==> src/rtl/mul_sequencer.sv <==
// Shift-add multiplier sequencer for MUL: stalls the PC while stepping through the multiplier bits,
// then pulses Done for one cycle with the low product on Product.
module mul_sequencer #(
  parameter int WIDTH = 32
) (
  input  logic             CLK,
  input  logic             RST,
  input  logic             Start,
  input  logic [WIDTH-1:0] A,
  input  logic [WIDTH-1:0] B,
  output logic             Stall,
  output logic             Done,
  output logic [WIDTH-1:0] Product
);

  localparam int CW = $clog2(WIDTH) + 1;
  localparam logic [CW-1:0] LAST_STEP = CW'(WIDTH - 1);

  typedef enum logic [1:0] {
    IDLE = 2'd0,
    BUSY = 2'd1,
    DONE = 2'd2
  } state_t;

  state_t           state_q;
  logic [WIDTH-1:0] mcand_q;
  logic [WIDTH-1:0] mplr_q;
  logic [WIDTH-1:0] acc_q;
  logic [CW-1:0]    cnt_q;

  always_ff @(posedge CLK or negedge RST) begin
    if (!RST) begin
      state_q <= IDLE;
      mcand_q <= '0;
      mplr_q  <= '0;
      acc_q   <= '0;
      cnt_q   <= '0;
    end else begin
      case (state_q)
        IDLE: begin
          if (Start) begin
            mcand_q <= A;
            mplr_q  <= B;
            acc_q   <= '0;
            cnt_q   <= '0;
            state_q <= BUSY;
          end
        end
        BUSY: begin
          // Start dropping mid-operation abandons the MUL; the partial acc is left as-is.
          if (!Start) begin
            state_q <= IDLE;
          end else begin
            if (mplr_q[0]) acc_q <= acc_q + mcand_q;
            mcand_q <= mcand_q << 1;
            mplr_q  <= mplr_q >> 1;
            cnt_q   <= cnt_q + CW'(1);
            if ((mplr_q >> 1) == '0 || cnt_q == LAST_STEP) state_q <= DONE;
          end
        end
        DONE:    state_q <= IDLE;
        default: state_q <= IDLE;
      endcase
    end
  end

  // Start also gates the BUSY term so an abort releases the PC in the same cycle.
  assign Stall   = RST & Start & ((state_q == IDLE) | (state_q == BUSY));
  assign Done    = (state_q == DONE);
  assign Product = acc_q;

endmodule

==> config.mk <==
export PLATFORM = sky130hd
export DESIGN_NAME = mul_sequencer
export DESIGN_NICKNAME = d
export VERILOG_FILES = /design/src/rtl/mul_sequencer.sv
export SDC_FILE = /design/constraint.sdc
export NUM_CORES = 1
export LEC_CHECK = 0
export ABC_AREA = 1
export ABC_CLOCK_PERIOD_IN_PS = 2300
export CORE_MARGIN = 4
export CORE_UTILIZATION = 40
export CTS_CLUSTER_DIAMETER = 30
export DETAILED_ROUTE_END_ITERATION = 10
export GPL_ROUTABILITY_DRIVEN = 0
export PLACE_DENSITY_LB_ADDON = 0.05
export SYNTH_ARGS = -nofsm -noshare
export SYNTH_HDL_FRONTEND = slang
export SYNTH_SLANG_ARGS = --single-unit
==> constraint.sdc <==
create_clock -name CLK -period 2.3 [get_ports CLK]
set_input_delay 0.23 -clock CLK [delete_from_list [all_inputs] [get_ports CLK]]
set_output_delay 0.23 -clock CLK [all_outputs]
set_load 0.05 [all_outputs]
## Yosys cells after proc, flatten, opt, wreduce, memory -nomap -nowiden

Index checks and enable logic that the tools add are counted.

- $add $sub $neg: 2
- Equality and inequality tests: 7
- Muxes and demuxes: 17
- Bitwise operators: 3
- Reduce and logical (&&, ||, !) cells: 7

Operator list:

| kind | number |
|---|---|
| 2-to-1 mux 32 bit | 7 |
| case mux 32 bit (2 select lines) | 3 |
| adder 32 bit | 1 |
| logical NOT 32 bit | 1 |
| 2-to-1 mux 6 bit | 2 |
| case mux 6 bit (2 select lines) | 1 |
| adder 6 x 1 -> 6 bit (second input constant) | 1 |
| == test 6 x 5 -> 1 bit (second input constant) | 1 |
| 2-to-1 mux 2 bit | 3 |
| != test 2 bit (second input constant) | 3 |
| case mux 2 bit (2 select lines) | 1 |
| AND reduction 4 bit | 1 |
| != test 3 bit (second input constant) | 1 |
| AND reduction 3 bit | 1 |
| AND 1 bit | 2 |
| == test 2 x 1 -> 1 bit (second input constant) | 1 |
| == test 2 bit (second input constant) | 1 |
| logical NOT 2 bit | 1 |
| AND reduction 2 bit | 1 |
| nonzero test 2 bit | 1 |
| logical OR 1 bit | 1 |
| OR 1 bit | 1 |

- Register bits after elaboration: 104
- Input port bits: 67
- Output and inout bits: 34
- Logic and storage cells: 41

## Logic depth before layout (Yosys ltp)

Gate-level depths: netlist (run 1).

- Depth in word-level cells: 5
- Mapped depth: 13
- Mapped depth without buffers: 13

## Worst setup path before layout (run 1)

No wires, ideal clock.

- Path kind: register to register
- Start: reg acc_q[0] (netlist: Product[0])
- End: reg acc_q[16] (netlist: Product[16])
- Data arrival time: 1,996 ps
- Slack: 182 ps
- Stages on the path, launching flop included: 14
- Path buffers: 0
- Clock period less this slack: 2,118 ps
- Cells stage by stage: dfrtp_1 -> ha_1 -> inv_1 -> fa_1 -> inv_1 -> nand3_1 -> nand3_1 -> nand2_1 -> nand2_1 -> nand3_1 -> nand2_1 -> nand2_1 -> nand2_1 -> o21ai_1

- Longest elaborated chain between the ends: 4

RTL lines:

| element | line | source |
|---|---|---|
| start: declaration | 28 | `logic [WIDTH-1:0] acc_q;` |
| start signal: assignment | 54 | `if (mplr_q[0]) acc_q <= acc_q + mcand_q;` |
| adder 32 bit | 54 |  |
| 2-to-1 mux 32 bit | 54 |  |
| 2-to-1 mux 32 bit | 51 | `if (!Start) begin` |
| case mux 32 bit (2 select lines) | 39 | `case (state_q)` |

No other way between the ends. The select of a mux whose other input is x is not followed.
A chain may end at the register's enable or synchronous reset.

## Worst setup path after layout (run 1)

- Start: reg mcand_q[0]
- End: reg acc_q[24] (netlist: Product[24])

- Longest elaborated chain between the ends: 4

RTL lines:

| element | line | source |
|---|---|---|
| start: declaration | 26 | `logic [WIDTH-1:0] mcand_q;` |
| start signal: assignment | 55 | `mcand_q <= mcand_q << 1;` |
| adder 32 bit | 54 |  |
| 2-to-1 mux 32 bit | 54 |  |
| 2-to-1 mux 32 bit | 51 |  |
| case mux 32 bit (2 select lines) | 39 |  |

No other way between the ends. The select of a mux whose other input is x is not followed.

==> metrics.yaml, run 1 <==
final_layout:
  layout_commonest_cell: "nand2_1"
  seqCellArea_um2: 2600
  fill_cells: 1773
  layout_common_cells: "337 x nand2_1, 123 x inv_1, 108 x nor2_1"
  multi_input_area_um2: 3720
  diodes: 0
  stdcell_count: 1349
  fin_area_um2: 8510
  layout-drive-gt1-share: 0.0703
  nets: 1219
  fin_util: 0.495
  area_delta_synth_final_pct: 21.9
timing:
  timing.slew.headroom: 0.572
  maxSlewViolCount: 0
  rsz0062_at_grt: "false"
  worst_pin_slew_ns: 0.641
  fin_worst_skew_ns: 0.00517
  timing_hold_violations_final: 9
  holdWs_ns: -0.0456
  worst_slack_ns: 0.228
  period_minus_slack_ns: 2.07
  fmax_ghz: 0.483
  setup_tns_ns: 0
  fin_crit_sh: 0.901
  setup_viol: 0
worst_hold_path:
  hold_class: "primary input to asynchronous set/reset pin"
route:
  routed_wl_um: 20200
  avgViaCountPerCell: 4.86
  drc: 0
  wl_per_cell_um: 15.0
  drt-initial-drc-count: 359
  num_vias: 6562
  final_antenna_net_count: 0
  dr.pass1.iters: 4
clock_tree:
  h-tree-depth: 3
  clk_pin_slew_worst_paths_ns: 0.08
  cts_tree: "done"
  cts_buffer_depth: 2
  cts.sinks: 104
  cts_buffers: 9
  root_buffer: "clkbuf_16"
  clk_latency_ns: 0.35
grt:
  gr-total-overflow: 0
  grt_max_degree: 105
  grt_pass1_vias: 6364
  antenna_found_initial: 0
  grtUsageTotal: 0.209
  grt_pass1_wl_um: 33200
power:
  netSwitchingFraction: 0.518
  leakage_nw: 4.32
  p_int_mw: 5.56
  p_per_area_nw_per_um2: 1360
  ir_drop_mv: 0.506
  sequentialPowerShare: 0.287
  switchingPower_mw: 5.97
  power_mw: 11.5
  power.share.clock: 0.131
  comb_power_share: 0.582
critical_path:
  reg2regPathDepth: 13
  r2r_slack_ns: 0.23
  criticalPathCategory: "flip-flop to flip-flop"
  max_stage_delay_ns: 0.38
  critPathLaunchType: "flip-flop"
  cp_data_arrival_time_ns: 2.32
  path_cells: "ha_2 > inv_1 > fa_1 > inv_1 > nand3_1 > nand3_1 > nand2_1 > nand2_2 > nand2_1 > nand3_1 > nand2_1 > nand3_1 > nand2_1"
  crit_path_top_delay_cell: "dfrtp_1"
  cp.required_ns: 2.55
  endpoint_kind: "flip-flop"
  path_max_fanout: 5
yosys:
  yosysUniqueCellTypes: 42
  synthTopCellsByArea: "dfrtp_1 37%, nand2_1 18%, inv_1 6.6%"
  yosys.area.top_type: "dfrtp_1"
  synth_top_area_frac: 0.373
  synth-edff-count: 0
  synth_fp_nets: 1130
  syn_avg_cell_area_um2: 6.78
  synth-main-ff-cell: "dfrtp_1"
  netlist_instances: 1030
  syn-cell-area_um2: 6980
  yosysSeqAreaShare: 0.373
  ys_seq_elements: 104
  ys_warn_count: 0
  postSynth.asyncResetShare: 1.00
floorplan:
  die_h_um: 140
  core_um2: 17200
  die_w_um: 140
  die_area_um2: 19600
  rows: 48
  num_io_pins: 101
  start_util: 0.406
place:
  port_buffers: 100
  dp_slack_ns: 0.172
  dpl_cell_area_um2: 8220
  post-dp-hpwl_um: 15200
  dpl.cell_count: 1333
run_status:
  violations: "hold timing"
  outcome: "finished, violations left"
job:
  cap_violations: 0
## power groups by stage
stage	Combinational, mW	Sequential [mW]	Clock, mW
5_1_grt	7.56	3.42	1.63
6_report	6.72	3.30	1.51
3_5_place_dp	6.73	3.34	0
2_1_floorplan	4.12	3.91	0
4_1_cts	6.76	3.31	1.56
3_3_place_gp	6.70	3.32	0
## layout make-up
| type | count | area share |
|---|---|---|
| Multi-Input combinational cell | 763 | 0.437 |
| Sequential cell | 104 | 0.306 |
| Timing Repair Buffer | 110 | 0.132 |
| Inverter | 131 | 0.0587 |
| Tap cell | 225 | 0.0331 |
| Clock buffer | 10 | 0.0269 |
| Clock inverter | 6 | 0.00662 |
## flip-flops by register name, summed over array words and instances, names as in the netlist
name	cells
Product	32
cnt_q	6
mcand_q	32
mplr_q	32
state_q	2
## kinds of logic (layout without fill, tap and decap cells)
| logic type | after synthesis | after routing | synth area share |
|---|---|---|---|
| AO/OA/AOI/OAI | 190 | 190 | 0.143 |
| XOR/XNOR | 3 | 3 | 0.00377 |
| adder cells (fa/ha/maj) | 33 | 33 | 0.0602 |
| buffers and inverters | 163 | 257 | 0.0950 |
| flip-flops | 104 | 104 | 0.373 |
| AND/OR/NAND/NOR | 537 | 537 | 0.325 |
## Yosys cell counts, drive strengths merged (4+ instances only)
library cell	count
nand2	357
inv	130
nor2	114
dfrtp	104
a21oi	90
o21ai	86
nand3	43
ha	32
buf	24
clkbuf	8
nor4	7
nand4	5
nor3	5
o22ai	4
## worst max-delay path, delay by kind of cell, from the launching register on
kind / cells / cell delay [ns]
DFF: 1 / 0.38
buffers and inverters: 2 / 0.21
and+or+nand+nor: 9 / 0.77
adders and majority gates: 2 / 0.59
## worst paths after layout
kind / from / to
max in group asynchronous: RST / Product[7]
worst max register to register: mcand_q[0] / Product[24]
min in group CLK: B[31] / mplr_q[31]
worst min-delay path: RST / Product[10]
worst min register to register: mplr_q[24] / mplr_q[24]
worst max-delay path: mcand_q[0] / Product[24]
## metal layers
metal / share of wire / vias to the layer above / global-route usage
met5: 0 / - / 0
met4: 0.015 / 0 / 0.0525
met3: 0.028 / 18 / 0.0242
met2: 0.46 / 99 / 0.332
met1: 0.50 / 2998 / 0.304
li1: - / 3447 / -
## what timing repair did
item / CTS / global route
hold buffers: 0 / 0
endpoints found under the setup margin: 0 / 2
gates resized for setup: 0 / 2
buffers inserted: 0 / 0
Note: power is estimated with default switching activity, not from simulation.
==> inputs of run 2 (changes only) <==
--- a/config.mk
+++ b/config.mk
@@ -12,6 +12,7 @@
 export CTS_CLUSTER_DIAMETER = 30
 export DETAILED_ROUTE_END_ITERATION = 10
 export GPL_ROUTABILITY_DRIVEN = 0
+export HOLD_SLACK_MARGIN = 0.06
 export PLACE_DENSITY_LB_ADDON = 0.05
 export SYNTH_ARGS = -nofsm -noshare
 export SYNTH_HDL_FRONTEND = slang
==> run 2 against run 1 <==
  * The run now ends clean
  * Sequential share of layout area hardly changed
  * Total power hardly changed
  * Combinational power hardly changed
  * First-iteration DRC count is 1.4% lower
  * Highest routed layer unchanged
==> metrics.yaml, run 2 (synthesis results as in run 1) <==
run_status:
  outcome: "finished clean"
route:
  num_vias: 6583
  wl_per_cell_um: 15.0
  drc: 0
  avgViaCountPerCell: 4.88
  routed_wl_um: 20200
  drt-initial-drc-count: 354
  final_antenna_net_count: 0
  dr.pass1.iters: 5
critical_path:
  critPathLaunch: "mcand_q[0]"
  r2r_slack_ns: 0.22
  cp_data_arrival_time_ns: 2.33
  endpoint: "Product[24]"
  cp.required_ns: 2.55
  path_max_fanout: 5
  reg2regPathDepth: 13
  reg2reg_from: "mcand_q[0]"
  critPathLaunchType: "flip-flop"
  criticalPathCategory: "flip-flop to flip-flop"
  worstReg2RegEnd: "Product[24]"
  endpoint_kind: "flip-flop"
clock_tree:
  h-tree-depth: 3
  cts.sinks: 104
  clk_pin_slew_worst_paths_ns: 0.08
  clk_latency_ns: 0.35
  cts_tree: "done"
  cts_buffers: 9
  cts_setup_buffers: 0
  root_buffer: "clkbuf_16"
  cts_buffer_depth: 2
grt:
  grt_pass1_wl_um: 33200
  grt_max_degree: 105
  gr-total-overflow: 0
  antenna_found_initial: 0
  grt_pass1_vias: 6367
  grtUsageTotal: 0.209
final_layout:
  diodes: 0
  nets: 1220
  layout-drive-gt1-share: 0.0702
  stdcell_count: 1350
  fill_cells: 1772
  layout_common_cells: "337 x nand2_1, 123 x inv_1, 108 x nor2_1"
  layout_commonest_cell: "nand2_1"
  area_delta_synth_final_pct: 22.0
floorplan:
  die_w_um: 140
  die_area_um2: 19600
  core_um2: 17200
  start_util: 0.406
  die_h_um: 140
  num_io_pins: 101
  rows: 48
timing:
  holdWs_ns: 0.429
  timing.slew.headroom: 0.565
  setup_tns_ns: 0
  worst_pin_slew_ns: 0.653
  maxSlewViolCount: 0
  period_minus_slack_ns: 2.08
  setup_viol: 0
  fin_crit_sh: 0.904
  fin_worst_skew_ns: 0.00521
  rsz0062_at_grt: "false"
  timing_hold_violations_final: 0
  fmax_ghz: 0.481
place:
  post-dp-hpwl_um: 15200
  dpl.cell_count: 1333
  port_buffers: 100
power:
  p_per_area_nw_per_um2: 1360
  leakage_nw: 4.32
  ir_drop_mv: 0.505
job:
  cap_violations: 0
worst_hold_path:
  hold_class: "primary input to flip-flop"
## run 2: per-layer routing
layer | vias to the layer above | GRT usage | part of all wire
met2 | 110 | 0.332 | 0.45
li1 | 3454 | - | -
met1 | 3001 | 0.304 | 0.50
met5 | - | 0 | 0
met4 | 0 | 0.0525 | 0.015
met3 | 18 | 0.0246 | 0.028
## run 2: how the worst min path moves through the flow
stage / from / endpoint / slack, ns / depth (start not counted)
global placement: RST / Product[9] / 0.44 / 2
detailed placement: RST / Product[9] / 0.44 / 2
floorplan: RST / Product[0] / -0.07 / 0
finish: B[31] / mplr_q[31] / 0.43 / 3
global route: B[31] / mplr_q[31] / 0.47 / 3
CTS: B[31] / mplr_q[31] / 0.42 / 3
## run 2: worst max-delay path, cell delays in order, from the launching register on
cell and delay [ns]:
dfrtp_1 0.38, ha_2 0.24, inv_1 0.06, fa_1 0.35, inv_1 0.15, nand3_1 0.09
nand3_1 0.14, nand2_1 0.09, nand2_2 0.12, nand2_1 0.08, nand3_1 0.09, nand2_1 0.05
nand3_1 0.07, nand2_1 0.05
## run 2: layout make-up
type                       instances  area [um^2]  share of cell area
clock inverter                     6         56.3             0.00661
tap                              225          282              0.0331
timing repair buffer             111         1130               0.133
multi-input combinational        763         3720               0.437
inverter                         131          499              0.0586
clock buffer                      10          229              0.0269
sequential                       104         2600               0.306
## run 2: per-stage QoR
stage          area, um^2  power, mW  worst slack (ns)   util
2_1_floorplan        6980       8.03             0.182      -
3_3_place_gp         8220       10.0             0.182  0.478
3_5_place_dp         8220       10.1             0.172  0.478
4_1_cts              8510       11.6             0.141  0.495
5_1_grt              8520       12.6            0.0433  0.496
6_report             8520       11.5             0.220  0.496
## run 2: power by group
| group | total, mW | leakage, nW | switching, mW | internal (mW) |
|---|---|---|---|---|
| logic | 6.73 | 2.90 | 4.47 | 2.26 |
| registers | 3.31 | 1.29 | 0.752 | 2.55 |
| clock network | 1.51 | 0.133 | 0.758 | 0.753 |
## run 2: timing repair
action,4_1_cts,5_1_grt
hold buffers,1,0
endpoints found under the hold margin,5,0
endpoints found under the setup margin,0,2
gates resized for setup,0,2
